<file path="src/rtl/instr_encoder_if.sv">
// Symbolic-instruction handshake bundle between boot/test loader and encoder.
// Master drives fields and valid; slave returns ready.
interface instr_encoder_if;
    logic        in_valid;
    logic        in_ready;
    logic [4:0]  in_op;
    logic [3:0]  in_rd;
    logic [3:0]  in_rs;
    logic [3:0]  in_rt;
    logic [15:0] in_imm;

    modport master (
        output in_valid, in_op, in_rd, in_rs, in_rt, in_imm,
        input  in_ready
    );

    modport slave (
        input  in_valid, in_op, in_rd, in_rs, in_rt, in_imm,
        output in_ready
    );
endinterface

</file>
<file path="src/rtl/instr_encoder.sv">
// Purpose: range-check and pack symbolic instructions into 16-bit words, write them to imem; LI expands to LLB+LHB.
// Latency: accept at edge N -> imem write at N+1 (LHB half of LI at N+2).
// Backpressure: in_ready low in EXP2, HALTED, when full, or while base_load is asserted.
module instr_encoder #(
    parameter int                ADDR_W   = 8,
    parameter logic [ADDR_W-1:0] BASE_RST = '0
) (
    input  logic              clk,
    input  logic              rst_n,
    input  logic              base_load,
    input  logic [ADDR_W-1:0] base_addr,
    instr_encoder_if.slave    in_bus,
    output logic              im_we,
    output logic [ADDR_W-1:0] im_addr,
    output logic [15:0]       im_wdata,
    output logic              done,
    output logic [1:0]        err
);

    typedef enum logic [1:0] {
        ST_RUN    = 2'd0,
        ST_EXP2   = 2'd1,
        ST_HALTED = 2'd2
    } state_t;

    localparam logic [ADDR_W-1:0] PTR_MAX = '1;

    localparam logic [1:0] ERR_RANGE = 2'b01;
    localparam logic [1:0] ERR_BADOP = 2'b10;
    localparam logic [1:0] ERR_OVFL  = 2'b11;

    state_t            state_q, state_d;
    logic [ADDR_W-1:0] ptr_q;
    logic              full_q;
    logic [1:0]        err_q;
    logic [15:0]       lhb_q;

    logic signed [15:0] imm_s;
    logic               accept;
    logic               op_legal;
    logic               is_li;
    logic               is_hlt;
    logic               range_ok;
    logic [15:0]        enc_word;
    logic [15:0]        llb_word;
    logic [15:0]        lhb_word;

    logic               wr_en;
    logic [15:0]        wr_data;
    logic               err_set;
    logic [1:0]         err_code;
    logic               lhb_load;

    function automatic logic in_rng(input logic signed [15:0] v,
                                    input logic signed [15:0] lo,
                                    input logic signed [15:0] hi);
        return (v >= lo) && (v <= hi);
    endfunction

    assign imm_s           = signed'(in_bus.in_imm);
    assign in_bus.in_ready = (state_q == ST_RUN) && !full_q && !base_load;
    assign accept          = in_bus.in_valid && in_bus.in_ready;
    assign done            = (state_q == ST_HALTED);
    assign err             = err_q;

    assign is_li    = (in_bus.in_op == 5'h10);
    assign is_hlt   = (in_bus.in_op == 5'h0F);
    assign op_legal = !in_bus.in_op[4] || is_li;
    assign llb_word = {4'hB, in_bus.in_rd, in_bus.in_imm[7:0]};
    assign lhb_word = {4'hA, in_bus.in_rd, in_bus.in_imm[15:8]};

    // Field packing and immediate range check for real ISA opcodes.
    always_comb begin
        enc_word = 16'h0000;
        range_ok = 1'b1;
        case (in_bus.in_op[3:0])
            4'h0, 4'h1, 4'h2, 4'h3, 4'h4: begin
                enc_word = {in_bus.in_op[3:0], in_bus.in_rd, in_bus.in_rs, in_bus.in_rt};
            end
            4'h5, 4'h6, 4'h7: begin
                enc_word = {in_bus.in_op[3:0], in_bus.in_rd, in_bus.in_rs, in_bus.in_imm[3:0]};
                range_ok = in_rng(imm_s, 16'sd0, 16'sd15);
            end
            4'h8: begin
                enc_word = {in_bus.in_op[3:0], in_bus.in_rd, in_bus.in_rs, in_bus.in_imm[3:0]};
                range_ok = in_rng(imm_s, -16'sd8, 16'sd7);
            end
            4'h9: begin
                enc_word = {in_bus.in_op[3:0], in_bus.in_rt, in_bus.in_rs, in_bus.in_imm[3:0]};
                range_ok = in_rng(imm_s, -16'sd8, 16'sd7);
            end
            4'hA, 4'hB: begin
                enc_word = {in_bus.in_op[3:0], in_bus.in_rd, in_bus.in_imm[7:0]};
                range_ok = in_rng(imm_s, -16'sd128, 16'sd255);
            end
            4'hC: begin
                enc_word = {in_bus.in_op[3:0], in_bus.in_rd[2:0], in_bus.in_imm[8:0]};
                range_ok = in_rng(imm_s, -16'sd256, 16'sd255);
            end
            4'hD: begin
                enc_word = {in_bus.in_op[3:0], in_bus.in_imm[11:0]};
                range_ok = in_rng(imm_s, -16'sd2048, 16'sd2047);
            end
            4'hE: begin
                enc_word = {in_bus.in_op[3:0], 4'h0, in_bus.in_rs, 4'h0};
            end
            default: begin
                enc_word = 16'hF000;
            end
        endcase
    end

    always_comb begin
        state_d  = state_q;
        wr_en    = 1'b0;
        wr_data  = enc_word;
        err_set  = 1'b0;
        err_code = 2'b00;
        lhb_load = 1'b0;
        if (base_load) begin
            state_d = ST_RUN;
        end else begin
            case (state_q)
                ST_RUN: begin
                    if (accept) begin
                        if (!op_legal) begin
                            err_set  = 1'b1;
                            err_code = ERR_BADOP;
                        end else if (is_li) begin
                            // LI needs two slots; with only the last one free, refuse and stop.
                            if (ptr_q == PTR_MAX) begin
                                err_set  = 1'b1;
                                err_code = ERR_OVFL;
                                state_d  = ST_HALTED;
                            end else begin
                                wr_en    = 1'b1;
                                wr_data  = llb_word;
                                lhb_load = 1'b1;
                                state_d  = ST_EXP2;
                            end
                        end else if (!range_ok) begin
                            err_set  = 1'b1;
                            err_code = ERR_RANGE;
                        end else begin
                            wr_en = 1'b1;
                            if (is_hlt) begin
                                state_d = ST_HALTED;
                            end
                        end
                    end
                end
                ST_EXP2: begin
                    wr_en   = 1'b1;
                    wr_data = lhb_q;
                    state_d = ST_RUN;
                end
                default: begin
                    state_d = ST_HALTED;
                end
            endcase
        end
    end

    always_ff @(posedge clk or negedge rst_n) begin
        if (!rst_n) begin
            state_q  <= ST_RUN;
            ptr_q    <= BASE_RST;
            full_q   <= 1'b0;
            err_q    <= 2'b00;
            lhb_q    <= 16'h0000;
            im_we    <= 1'b0;
            im_addr  <= BASE_RST;
            im_wdata <= 16'h0000;
        end else begin
            state_q <= state_d;
            im_we   <= wr_en;
            if (base_load) begin
                ptr_q  <= base_addr;
                full_q <= 1'b0;
                err_q  <= 2'b00;
            end else begin
                if (wr_en) begin
                    im_addr  <= ptr_q;
                    im_wdata <= wr_data;
                    ptr_q    <= ptr_q + 1'b1;
                    if (ptr_q == PTR_MAX) begin
                        full_q <= 1'b1;
                    end
                end
                if (err_set && (err_q == 2'b00)) begin
                    err_q <= err_code;
                end
            end
            if (lhb_load) begin
                lhb_q <= lhb_word;
            end
        end
    end

endmodule

</file>
<file path="src/flat_wrapper.sv">
// flat-port wrapper written by rule: the top's interface ports become plain ports
module instr_encoder_flat 
#(
    parameter int                ADDR_W   = 8,
    parameter logic [ADDR_W-1:0] BASE_RST = '0
)
  (clk, rst_n, base_load, base_addr, im_we, im_addr, im_wdata, done, err, in_bus_in_valid, in_bus_in_op, in_bus_in_rd, in_bus_in_rs, in_bus_in_rt, in_bus_in_imm, in_bus_in_ready);
  instr_encoder_if in_bus_i ();
  input  logic clk;
  input  logic rst_n;
  input  logic base_load;
  input  logic [ADDR_W-1:0] base_addr;
  output logic im_we;
  output logic [ADDR_W-1:0] im_addr;
  output logic [15:0] im_wdata;
  output logic done;
  output logic [1:0] err;
  input wire logic [$bits(in_bus_i.in_valid)-1:0] in_bus_in_valid;
  input wire logic [$bits(in_bus_i.in_op)-1:0] in_bus_in_op;
  input wire logic [$bits(in_bus_i.in_rd)-1:0] in_bus_in_rd;
  input wire logic [$bits(in_bus_i.in_rs)-1:0] in_bus_in_rs;
  input wire logic [$bits(in_bus_i.in_rt)-1:0] in_bus_in_rt;
  input wire logic [$bits(in_bus_i.in_imm)-1:0] in_bus_in_imm;
  output wire logic [$bits(in_bus_i.in_ready)-1:0] in_bus_in_ready;
  assign in_bus_i.in_valid = in_bus_in_valid;
  assign in_bus_i.in_op = in_bus_in_op;
  assign in_bus_i.in_rd = in_bus_in_rd;
  assign in_bus_i.in_rs = in_bus_in_rs;
  assign in_bus_i.in_rt = in_bus_in_rt;
  assign in_bus_i.in_imm = in_bus_in_imm;
  assign in_bus_in_ready = in_bus_i.in_ready;
  instr_encoder #(.ADDR_W(ADDR_W), .BASE_RST(BASE_RST)) u_core (.clk(clk), .rst_n(rst_n), .base_load(base_load), .base_addr(base_addr), .in_bus(in_bus_i), .im_we(im_we), .im_addr(im_addr), .im_wdata(im_wdata), .done(done), .err(err));
endmodule
</file>
<file path="config.mk">
export PLATFORM = sky130hd
export DESIGN_NAME = instr_encoder_flat
export DESIGN_NICKNAME = d
export VERILOG_FILES = /design/src/rtl/instr_encoder_if.sv /design/src/rtl/instr_encoder.sv /design/src/flat_wrapper.sv
export SDC_FILE = /design/constraint.sdc
export NUM_CORES = 1
export LEC_CHECK = 0
export BUFFER_PORTS_ARGS = -buffer_cell sky130_fd_sc_hd__buf_2
export CORE_ASPECT_RATIO = 0.75
export CORE_MARGIN = 8
export CORE_UTILIZATION = 30
export CTS_CLUSTER_DIAMETER = 40
export DETAILED_ROUTE_END_ITERATION = 16
export PLACE_DENSITY = 0.6
export SETUP_SLACK_MARGIN = 0.15
export SLEW_MARGIN = 10
export SYNTH_ARGS = -nofsm -noshare
export SYNTH_HDL_FRONTEND = slang
export SYNTH_SLANG_ARGS = --single-unit
</file>
<file path="constraint.sdc">
create_clock -name clk -period 2.1 [get_ports clk]
set_input_delay 0 -clock clk [delete_from_list [all_inputs] [get_ports clk]]
set_output_delay 0 -clock clk [all_outputs]
set_load 0.005 [all_outputs]
</file>
Word level (Yosys, flattened, before mapping)
Cells that the tools add are included.

storage, ports and cells
  input bits = 45
  register bits after elaboration = 51
  output and inout bits = 29

cells by class
  add/subtract/negate cells = 1
  reduce and logical (&&, ||, !) cells = 27
  eq/ne operators = 23
  mux-type cells = 47
  $lt $le $gt $ge = 9
  bitwise operators = 1

operators with widths
  operator                                                number
  case mux 16 bit (7 select lines)                        1
  2-to-1 mux 16 bit                                       4
  case mux 16 bit (2 select lines)                        1
  == test 4 bit (second input constant)                   7
  2-to-1 mux 2 bit                                        14
  2-to-1 mux 1 bit                                        22
  == test 4 x 3 -> 1 bit (second input constant)          4
  >= comparator 16 x 1 -> 1 bit (second input constant)   1
  >= comparator 16 x 12 -> 1 bit (second input constant)  1
  >= comparator 16 x 4 -> 1 bit (second input constant)   1
  >= comparator 16 x 8 -> 1 bit (second input constant)   1
  >= comparator 16 x 9 -> 1 bit (second input constant)   1
  <= comparator 16 x 12 -> 1 bit (second input constant)  1
  <= comparator 16 x 4 -> 1 bit (second input constant)   1
  <= comparator 16 x 5 -> 1 bit (second input constant)   1
  <= comparator 16 x 9 -> 1 bit (second input constant)   1
  2-to-1 mux 8 bit                                        2
  logical AND 1 bit                                       9
  adder 8 x 1 -> 8 bit (second input constant)            1
  == test 4 x 2 -> 1 bit (second input constant)          2
  == test 8 bit (second input constant)                   1
  inequality test 4 x 2 -> 1 bit (second input constant)  2
  inequality test 3 x 2 -> 1 bit (second input constant)  2
  nonzero test 2 bit                                      3
  other kinds (19)                                        24

Longest topological paths before layout
  depth in word-level cells = 12
  mapped depth = 9
  mapped depth without buffers = 7

Least setup slack after synthesis
Ideal clock, no wire load.

  path type = reg2reg
  start point = register u_core.state_q[1]
  end point = register u_core.im_addr[6]
  arrival = 2.296 ns
  clock period less this slack = 2.422 ns
  setup slack = -0.322 ns
  path buffers = 2
  required time = 1.975 ns
  setup time = 0.125 ns
  stages on the path, launching flop included = 9
  cells stage by stage = dfrtp_1 > clkbuf_1 > nor4_2 > nand2_1 > a21oi_1 > o41ai_4 > a21oi_4 > buf_12 > mux2_4

on the way
  cells in the longest elaborated chain, start to end = 8

ends and longest elaborated chain
  item                                  line                  source
  from (decl)                           instr_encoder.sv:32   state_t state_q, state_d;
  from (signal assigned)                instr_encoder.sv:175  state_q <= state_d;
  logical NOT 2 bit                     instr_encoder.sv:61   assign in_bus.in_ready = (state_q == ST_RUN) && !full_q && !base_load;
  logical AND 1 bit (2 in a row)        instr_encoder.sv:61
  net in_bus_in_ready                   flat_wrapper.sv:24    output wire logic [$bits(in_bus_i.in_ready)-1:0] in_bus_in_ready;
  logical AND 1 bit                     instr_encoder.sv:62   assign accept = in_bus.in_valid && in_bus.in_ready;
  2-to-1 mux 1 bit                      instr_encoder.sv:125  if (accept) begin
  case mux 1 bit (2 select lines)       instr_encoder.sv:123  case (state_q)
  2-to-1 mux 1 bit                      instr_encoder.sv:120  if (base_load) begin
  AND reduction 2 bit (no source line)  n/a
  to (signal assigned)                  instr_encoder.sv:183  im_addr <= ptr_q;
  to (decl)                             instr_encoder.sv:14   output logic [ADDR_W-1:0] im_addr,

The timed path passes the listed nets, and every way through them passes these cells.
A chain may end at the register's enable or synchronous reset.

Final worst setup path
  start point = register u_core.state_q[0]
  end point = register u_core.im_wdata[2]

on the way
  cells in the longest elaborated chain, start to end = 8

ends and longest elaborated chain
  item                                  line                                       source
  logical NOT 2 bit                     instr_encoder.sv:61, instr_encoder.sv:123
  logical AND 1 bit (2 in a row)        instr_encoder.sv:61
  logical AND 1 bit                     instr_encoder.sv:62
  2-to-1 mux 1 bit                      instr_encoder.sv:125
  case mux 1 bit (2 select lines)       instr_encoder.sv:123
  2-to-1 mux 1 bit                      instr_encoder.sv:120
  AND reduction 2 bit (no source line)  n/a
  to (signal assigned)                  instr_encoder.sv:184                       im_wdata <= wr_data;
  to (decl)                             instr_encoder.sv:15                        output logic [15:0] im_wdata,

Parallel ways exist; a longest one is shown, timed or not.

==> flow_summary_export.csv <==
group,metric,value,unit
run_status,status,"finished with violations",
run_status,violations,"negative hold slack",
layout,fill_cells,936,
global_routing,overflow,0,
power,combPwrFrac,28.3,%
timing,worstMarginPinSlew,0.561,ns
clock_tree,insertion_delay,0.29,ns
floorplanning,die_y,103,µm
timing,rsz0062_at_grt,"yes",
detailed_routing,wl_met3,623,µm
synthesis,synth_edf_count,0,
power,ir_worst_vdd,0.343,mV
synthesis,synth-seq-cells,51,
power,powerDensity,704,nW/µm²
layout,area.growth.synth_to_final,49.0,%
clock_tree,htreeDepth,2,
floorplanning,core_area,9700,µm²
synthesis,synthTopCellsByArea,"dfrtp_1, mux2_2, mux2_4, a22oi_1, o21ai_0",
timing,fin_worst_hold_slack,-0.00206,ns
placement,port_buffers,73,
synthesis,synth_nets,338,
timing,drv_slew,0,
layout,instances_no_fill,564,
power,switching_power,0.861,mW
timing,setup-tns-final,0,ns
synthesis,ys.flop_type,"dfrtp_1",
placement,dp_cells,523,
floorplanning,rows,31,
layout,antenna_cells,0,
clock_tree,tritoncts,"built",
timing,setup_viol,0,
synthesis,synthCells,292,
power,pwr-share-clk,30.2,%
detailed_routing,wl_met1,4.96,mm
synthesis,synth_top_area_share,42.4,%
synthesis,yosysMostFrequentCell,"dfrtp_1",
detailed_routing,num_vias,2959,
setup_path,critPathKind,"reg -> reg",
setup_path,path_delay_family,"simple AND/OR/NAND/NOR gates",
timing,fin_crit_sh,99.3,%
detailed_routing,detail-route-antenna-nets,0,
layout,fin_nets,477,
detailed_routing,routedWlPerCell,18.0,µm
setup_path,critPathCaptureType,"flop",
detailed_routing,wl_met2,4.46,mm
detailed_routing,totalWireLength,10.1,mm
detailed_routing,dr.pass1.iters,6,
power,p_total,3.16,mW
layout,final_area,4490,µm²
floorplanning,start_util,31.1,%
layout,drive_above_1_share,47.2,%
setup_path,slowest_delay,0.42,ns
power,p_seq_share,41.4,%
detailed_routing,avgViaCountPerCell,5.25,
floorplanning,die-area,13500,µm²
setup_path,startpoint_type,"flop",
hold_path,min_path_type,"in -> reg",
synthesis,synthArstFlopShare,100,%
clock_tree,cts_inserted_buffers,5,
setup_path,worstPathRequired,2.28,ns
timing,worst_clock_skew,0.00478,ns
setup_path,crit_arrival,2.26,ns
setup_path,cpMaxStageDelayCell,"dfrtp_2",
detailed_routing,drc_errors,0,
run,max-cap-violations,0,
synthesis,synth_area,3010,µm²
power,p_leak,2.03,nW
floorplanning,fp.dieW,132,µm
synthesis,yosysSeqAreaShare,42.4,%
detailed_routing,highest_layer,"met4",
timing,finalHoldViolations,1,
floorplanning,ioPinCount,74,
placement,placed_cell_area,3880,µm²
synthesis,yosys_warnings,0,
synthesis,synth_top_cell_by_area,"dfrtp_1",
global_routing,antenna_found_initial,0,
global_routing,track_usage,14.6,%
synthesis,ys_types,54,
global_routing,grt_first_pass_wirelength,15.9,mm
global_routing,grt_max_degree,52,
synthesis,synthTopCellsByCount,"dfrtp_1, nand2_1, o21ai_0",
power,switching_share,27.3,%
power,p_int,2.30,mW
setup_path,crit_fanout,7,
clock_tree,cts_root_buffer,"clkbuf_16",
timing,min_period,2.09,ns
placement,place_hpwl,7.33,mm
detailed_routing,drtIter0Drc,234,
global_routing,grt_pass1_vias,3049,
clock_tree,clock_sinks,51,
timing,max_slew_margin,62.3,%
synthesis,avgSynthCellArea,10.3,µm²
setup_path,cp_cell_sequence,"nor4_4, buf_4, nand3_1, nor2_4, o21ba_4, o21ai_0, mux2_4",
timing,fmax,0.479,GHz
clock_tree,cts_buffer_depth,2,
setup_path,cp.buffers_inverters,1,
clock_tree,clkTransAtPathRegs,0.07,ns
placement,place.gp.congestion,0.857,
[layout make-up]
class | instances | area (µm²) | area share [%]
clock buffers | 6 | 139 | 3.09
repair buffers | 149 | 1110 | 24.7
inverters | 9 | 33.8 | 0.753
well taps | 132 | 165 | 3.68
flip-flops and latches | 51 | 1280 | 28.5
multi-input cells | 215 | 1730 | 38.5
clock inverters | 2 | 35.0 | 0.780
[flip-flops by register name (all words and copies together) (netlist names)]
register / flops
u_core.state_q: 2
u_core.im_we: 1
u_core.im_addr: 8
u_core.err: 2
u_core.im_wdata: 16
u_core.lhb_q: 13
u_core.full_q: 1
u_core.ptr_q: 8
[final timing paths]
check                                        from                  to  slack (ns)  cells after the start
worst max-delay path            u_core.state_q[0]  u_core.im_wdata[2]        0.01                      7
worst min-delay path              in_bus_in_rd[1]     u_core.lhb_q[9]      -0.002                      2
worst max register to register  u_core.state_q[0]  u_core.im_wdata[2]        0.01                      7
worst min register to register  u_core.im_addr[0]   u_core.im_addr[0]        0.51                      1
max in group asynchronous                   rst_n   u_core.state_q[0]        1.60                      3
min in group asynchronous                   rst_n  u_core.im_wdata[4]        0.24                      3
[cell families (layout without fill, tap and decap cells)]
group / after synthesis / in the layout / synth area share [%]
adders and majority gates: 1 / 1 / 0.415
muxes: 38 / 38 / 16.0
DFF: 51 / 51 / 42.4
buffers and inverters: 27 / 166 / 4.57
AOI/OAI and AO/OA: 79 / 80 / 19.6
and+or+nand+nor: 96 / 96 / 17.0
[cells in the final DEF (no fill, tap or decap), types with 2 or more instances in the layout]
master | synthesis | layout
buf_2 | 1 | 73
buf_4 | 0 | 50
dfrtp_1 | 51 | 50
mux2_4 | 15 | 21
nand2_1 | 22 | 20
a22oi_1 | 18 | 18
nand3_1 | 17 | 17
mux2_2 | 21 | 15
o21ai_0 | 22 | 15
dlygate4sd3_1 | 0 | 14
nor2_1 | 12 | 11
inv_1 | 9 | 9
nor3_1 | 8 | 8
nor2b_1 | 7 | 7
clkbuf_16 | 0 | 7
a21oi_1 | 7 | 6
o21ai_1 | 0 | 6
nor4_1 | 7 | 5
nand2b_1 | 4 | 4
or4_1 | 4 | 4
o22ai_1 | 4 | 4
a31oi_1 | 4 | 4
o221ai_1 | 4 | 4
buf_12 | 1 | 4
buf_6 | 1 | 4
a222oi_1 | 3 | 3
nand3b_1 | 2 | 2
nand4_1 | 2 | 2
mux2i_1 | 2 | 2
nor4_2 | 1 | 2
a21oi_4 | 1 | 2
o21ba_4 | 0 | 2
or2_2 | 2 | 2
o31ai_1 | 3 | 2
buf_16 | 0 | 2
[stage by stage]
stage	util, %	setup slack, ns
final	46.3	0.0139
after detailed placement	40.0	-0.136
after global placement	40.0	-0.0841
after CTS	45.0	0.0683
after global routing	46.3	-0.0493
after floorplan	-	0.00476
[metal layers]
metal  vias to the layer above  track usage [%]
met1                      1456             19.9
met2                        93             22.6
met5                         -                0
met4                         0             3.69
li1                       1400                -
met3                        10             3.60
[power groups by stage]
| stage | Clock (mW) | Combinational, mW | Sequential [mW] |
|---|---|---|---|
| CTS | 0.974 | 0.893 | 1.31 |
| floorplan | 0 | 0.393 | 1.33 |
| global placement | 0 | 0.810 | 1.32 |
| global route | 1.02 | 0.983 | 1.34 |
| finish | 0.956 | 0.895 | 1.31 |
| detailed placement | 0 | 0.827 | 1.32 |
[repair_timing]
action	in CTS	in global routing
gates cloned	3	2
pin swaps	7	7
endpoints found under the hold margin	64	0
buffers inserted	8	6
hold buffers	14	0
gates resized for setup	14	13
setup endpoints to repair	21	41
Power figures use the tool's default switching activity.
